`src/rtl/axis_packet_arbiter.sv`:
```
// Purpose: packet-granular round-robin arbiter sharing one AXI-Stream master among NUM_SRC sources.
// Latency: one IDLE arbitration cycle per packet, then zero-latency combinational beat pass-through.
// Backpressure: m_tready is routed only to the grantee's s_tready; all other sources see 0.
// Optional: define AXIS_ARB_TRUNCATE_EN to force tlast on beat MAX_PKT_LEN and raise sticky err_trunc.
module axis_packet_arbiter #(
  parameter int DATA_WIDTH  = 32,
  parameter int NUM_SRC     = 4,
  parameter int MAX_PKT_LEN = 256
) (
  input  logic                          clk,
  input  logic                          rstn,
  input  logic [NUM_SRC*DATA_WIDTH-1:0] s_tdata,
  input  logic [NUM_SRC-1:0]            s_tvalid,
  input  logic [NUM_SRC-1:0]            s_tlast,
  output logic [NUM_SRC-1:0]            s_tready,
  output logic [DATA_WIDTH-1:0]         m_tdata,
  output logic                          m_tvalid,
  output logic                          m_tlast,
  input  logic                          m_tready,
  output logic [$clog2(NUM_SRC)-1:0]    grant_id,
  output logic                          busy,
  output logic [15:0]                   pkt_count,
  output logic                          err_trunc
);

  localparam int GW = $clog2(NUM_SRC);

  typedef enum logic {ST_IDLE, ST_XFER} state_t;

  state_t        r_state, w_state_nxt;
  logic [GW-1:0] r_grant_id, r_last_grant;
  logic [GW-1:0] w_rr_pick, w_rr_cand;
  logic          w_rr_found;
  logic [15:0]   r_pkt_count;
  logic          w_src_last, w_force_last, w_hs, w_pkt_end;

  assign w_src_last = s_tlast[r_grant_id];

  // Round-robin search starting one past the previous grantee, wrapping at NUM_SRC.
  always_comb begin
    w_rr_pick  = r_grant_id;
    w_rr_found = 1'b0;
    w_rr_cand  = r_last_grant;
    for (int k = 0; k < NUM_SRC; k++) begin
      w_rr_cand = (w_rr_cand == GW'(NUM_SRC - 1)) ? '0 : w_rr_cand + GW'(1);
      if (!w_rr_found && s_tvalid[w_rr_cand]) begin
        w_rr_found = 1'b1;
        w_rr_pick  = w_rr_cand;
      end
    end
  end

  // Next-state and datapath muxing; IDLE blocks every source, XFER passes the grantee through.
  always_comb begin
    w_state_nxt = r_state;
    m_tdata     = s_tdata[r_grant_id*DATA_WIDTH +: DATA_WIDTH];
    m_tvalid    = 1'b0;
    m_tlast     = 1'b0;
    s_tready    = '0;
    w_hs        = 1'b0;
    w_pkt_end   = 1'b0;
    case (r_state)
      ST_IDLE: begin
        if (w_rr_found) w_state_nxt = ST_XFER;
      end
      ST_XFER: begin
        m_tvalid             = s_tvalid[r_grant_id];
        m_tlast              = w_src_last | w_force_last;
        s_tready[r_grant_id] = m_tready;
        w_hs                 = m_tvalid & m_tready;
        w_pkt_end            = w_hs & m_tlast;
        if (w_pkt_end) w_state_nxt = ST_IDLE;
      end
      default: w_state_nxt = ST_IDLE;
    endcase
  end

  // State register; a reset mid-packet simply abandons the transfer.
  always_ff @(posedge clk) begin
    if (!rstn) r_state <= ST_IDLE;
    else       r_state <= w_state_nxt;
  end

  // Grant capture, fairness pointer and completed-packet counter.
  always_ff @(posedge clk) begin
    if (!rstn) begin
      r_grant_id   <= '0;
      r_last_grant <= GW'(NUM_SRC - 1);
      r_pkt_count  <= 16'd0;
    end else begin
      if (r_state == ST_IDLE && w_rr_found) r_grant_id <= w_rr_pick;
      if (w_pkt_end) begin
        r_last_grant <= r_grant_id;
        r_pkt_count  <= r_pkt_count + 16'd1;
      end
    end
  end

`ifdef AXIS_ARB_TRUNCATE_EN
  localparam int CW = $clog2(MAX_PKT_LEN + 1);

  logic [CW-1:0] r_beat_cnt;
  logic          r_err_trunc;

  assign w_force_last = (r_state == ST_XFER) && (r_beat_cnt == CW'(MAX_PKT_LEN - 1)) && !w_src_last;
  assign err_trunc    = r_err_trunc;

  // Beat counter cleared on each grant; sticky flag records any forced packet end.
  always_ff @(posedge clk) begin
    if (!rstn) begin
      r_beat_cnt  <= '0;
      r_err_trunc <= 1'b0;
    end else begin
      if (r_state == ST_IDLE && w_rr_found) r_beat_cnt <= '0;
      else if (w_hs)                        r_beat_cnt <= r_beat_cnt + CW'(1);
      if (w_hs && w_force_last)             r_err_trunc <= 1'b1;
    end
  end
`else
  assign w_force_last = 1'b0;
  assign err_trunc    = 1'b0;
`endif

  assign grant_id  = r_grant_id;
  assign busy      = (r_state == ST_XFER);
  assign pkt_count = r_pkt_count;

endmodule
```
`config.mk`:
```
export PLATFORM = sky130hd
export DESIGN_NAME = axis_packet_arbiter
export DESIGN_NICKNAME = d
export VERILOG_FILES = /design/src/rtl/axis_packet_arbiter.sv
export SDC_FILE = /design/constraint.sdc
export NUM_CORES = 1
export LEC_CHECK = 0
export CORE_MARGIN = 2
export CORE_UTILIZATION = 30
export CTS_BUF_LIST = sky130_fd_sc_hd__clkbuf_8
export DETAILED_ROUTE_END_ITERATION = 6
export GPL_TIMING_DRIVEN = 0
export PLACE_DENSITY = 0.8
export SLEW_MARGIN = 5
export SYNTH_ARGS = -nofsm -noshare
export SYNTH_HDL_FRONTEND = slang
export SYNTH_SLANG_ARGS = --single-unit
export TNS_END_PERCENT = 100
```
`constraint.sdc`:
```
create_clock -name clk -period 2.2 [get_ports clk]
set_input_delay 0.44 -clock clk [delete_from_list [all_inputs] [get_ports clk]]
set_output_delay 0.44 -clock clk [all_outputs]
set_load 0.05 [all_outputs]
```
==> results.md <==
* Status: finished, final reports clean
* Core area at 0.00628 mm^2
* Avg Inst Size Synth at 10.5 um^2
* Worst-Margin Slew at between 0.5 and 0.6 ns
* Worst-case clock buffer depth at 2
* FF/Latch Area at roughly 430 um^2
* RD Place Congestion at roughly 0.92
* Yosys cell types at 35
* Post-DRT Antenna Nets at 0
* Global-route wire length before repair at around 14 mm
* Finished Layout Cells at 461
* Overall die width at about 84 um
* CP bufs+invs at 3
* Setup violators final at 0
* DR iter-0 viols at approximately 140
* Initial core utilization at 30.7%
* First-pass iteration count of the detailed router at 5
* GRT Total Usage at 25.2%
* Clock Latency Late Sink at roughly 0.26 ns
* Chip height at between 80 and 90 um
* Met1 Use GR at between 30% and 40%
* Final Hold Fails at 0
* RSZ-0062 raised after global routing: no
* CTS Root Cell: clkbuf_8
* Setup TNS at 0 ns
* Met2 Use GR at approximately 46%
* Number of global-route vias before repair at roughly 2500
* Dpl cells at roughly 460
* Area leader, netlist: mux4_2
* Layout Cell Area excl Fill at a little over 0.004 mm^2
* Port Buffers at roughly 200
* Period utilization at between 90% and 100%
* Num CTS Buffers at 3
* Syn Inst Count at ~180
* Delay of the slowest critical-path stage at approximately 0.56 ns
* Critical path peak fanout at 10
* GR Util met3 at roughly 4%
* CP startpoint kind: register
* Worst setup EP type: primary output
* ANT cells at 0
* Largest family of logic cells by synthesized area: multiplexers
* Commonest cells in the netlist: mux4_2 (34), dfxtp_1 (21), nand2_1 (18)
* Area growth syn-to-layout at 110%
* HPWL after detailed placement at about 8.0 mm
* Worst Setup Path Type: register to primary output
* Skew final at a little under 0.003 ns
* Register area share after synthesis at 21.8%
* Number of synthesized register bits at 21
* Level count of the clock H-tree at 1
* DRT Wirelength at about 9.5 mm
* Required @ worst endpoint at ~1.8 ns
* Fin nets at 526
* Synth Area in Compound Gates at about an eighth
* # Post-CTS Setup Buffers at 0
* Yosys top cell area share at ~40%
* Post-synth EDFFs at 0
* Pin count of the biggest net entering global routing at 12
* CP arrival at 1.71 ns
* Filler cell count at approximately 540
* LEAKAGE at approximately 1.4 nW
* Area after DPL at roughly 0.0040 mm^2
* Drt wl/cell at around 21 um
* Crit path cell chain: buf_12 > buf_12 > mux4_2 > buf_6
* YS warnings at 0
* Slowest cell on crit path: mux4_2
* Synth async-reset ratio at 0%
* Grt peak-use layer: met2
* Post-synthesis mux area share at 41.8%
* Share of layout cells above drive strength 1 at about a quarter
* Synth Flop Type: dfxtp_1
* CP top delay family: multiplexers
* Peak supply drop at 400 uV
* Count leader, synth: mux4_2
* Most used cell, CP: buf_12
* Die area at a little over 0.007 mm^2
* Pwr Total at about 1.7 mW
* I/O pins at just under 200
* Rows at 29
* Synth Area in XOR/XNOR at less than 1%
* Clock-pin slew on the worst setup and hold paths at 0.08 ns
* Post-Synth Simple-Gate Area at between 10% and 20%
* CTS tree: built
* Drt via density at 5.56
* Antenna violations before repair at 0
* Worst relative slew slack at 63.6%
* Area of the multi-input gates at between 0.001 and 0.0015 mm^2
* Adder-Cell Fraction of Synth Area at 1.30%
* Syn Nets at 325
* Clock sinks at 21
* Finished Core Util at 64.4%
* Crit path time final at between 2 and 2.5 ns
* Max-cap violation count at 0
* Fmax at ~460 MHz
* Max-slew violation count at 0
* Grt total ovfl at 0
* Worst hold path class: register to register
* Vias post-DR at roughly 2600
* Number of remaining DRC errors at 0
* Area contributors post-synth: mux4_2 (40%), dfxtp_1 (22%), a21oi_1 (3.6%), nand2_1 (3.5%), or4_1 (3.5%)
* Power per Cell Area at about 420 mW/mm^2
* Synthesized area at slightly below 0.002 mm^2
[per-layer routing]
metal	wire [um]	up-vias	share of wire [%]
met4	184	0	1.9
met5	0	-	0
met3	747	14	7.8
met1	3680	1257	39
met2	4910	134	52
li1	-	1156	-
[state kept, by name (all words and copies together), names as in the netlist]
name          cells
busy              1
pkt_count        16
grant_id          2
r_last_grant      2
[logic make-up (layout without fill, tap and decap cells)]
logic type,after synthesis,in the layout
multiplexers,38,38
other,1,1
flip-flops,21,21
AO/OA/AOI/OAI,39,39
AND/OR/NAND/NOR,67,67
XOR/XNOR,1,1
buffers and inverters,15,215
adder cells (fa/ha/maj),2,2
[tightest hold or removal path, stage by stage, from the launching register on]
cell and delay [ns]:
dfxtp_1 0.33, o31ai_1 0.06, a21oi_1 0.05
[metrics by stage]
step                worst slack (ns)  hold slack, ns
CTS                          0.00142           0.488
global route                 0.00740           0.520
global placement              -0.738           0.459
detailed placement            -0.778           0.477
floorplan                     0.0147           0.449
finish                        0.0468           0.482
[cell type report]
cell class,instances,share of cell area [%]
multi-input combinational,148,35.9
buffer,13,2.91
tap,77,2.38
clock buffer,3,1.02
inverter,2,0.186
sequential,21,10.5
timing repair buffer,196,47.0
clock inverter,1,0.0929
[path summary, 6_finish.rpt]
check                 from               to  slack (ns)  cells past startpoint
max reg2reg    grant_id[0]  r_last_grant[1]        0.22                      5
min reg2reg  pkt_count[15]    pkt_count[15]        0.48                      2
max            grant_id[0]      m_tdata[27]        0.05                      4
min          pkt_count[15]    pkt_count[15]        0.48                      2
[report_power, final]
part	leakage [nW]	internal (mW)	switching (mW)	total, mW
logic	1.24	0.491	0.548	1.04
registers	0.171	0.388	0.0141	0.402
clock network	0.0269	0.124	0.125	0.249
total	1.44	1.00	0.687	1.69
[what timing repair did]
item	in CTS	in global routing
hold buffers	0	0
setup endpoints to repair	44	16
cloned	0	1
resized for setup	192	24
[cell usage in the layout, fill, tap and decap left out, types with 5 or more instances in the layout]
master	count
mux4_2	34
dfxtp_1	19
a21oi_1	14
or4_1	9
nand2_1	18
nand4_1	5
nor2_1	9
clkdlybuf4s15_2	12
buf_2	13
buf_4	15
o31ai_1	8
clkdlybuf4s50_1	153
No activity file was read; power rests on OpenSTA's default activity.
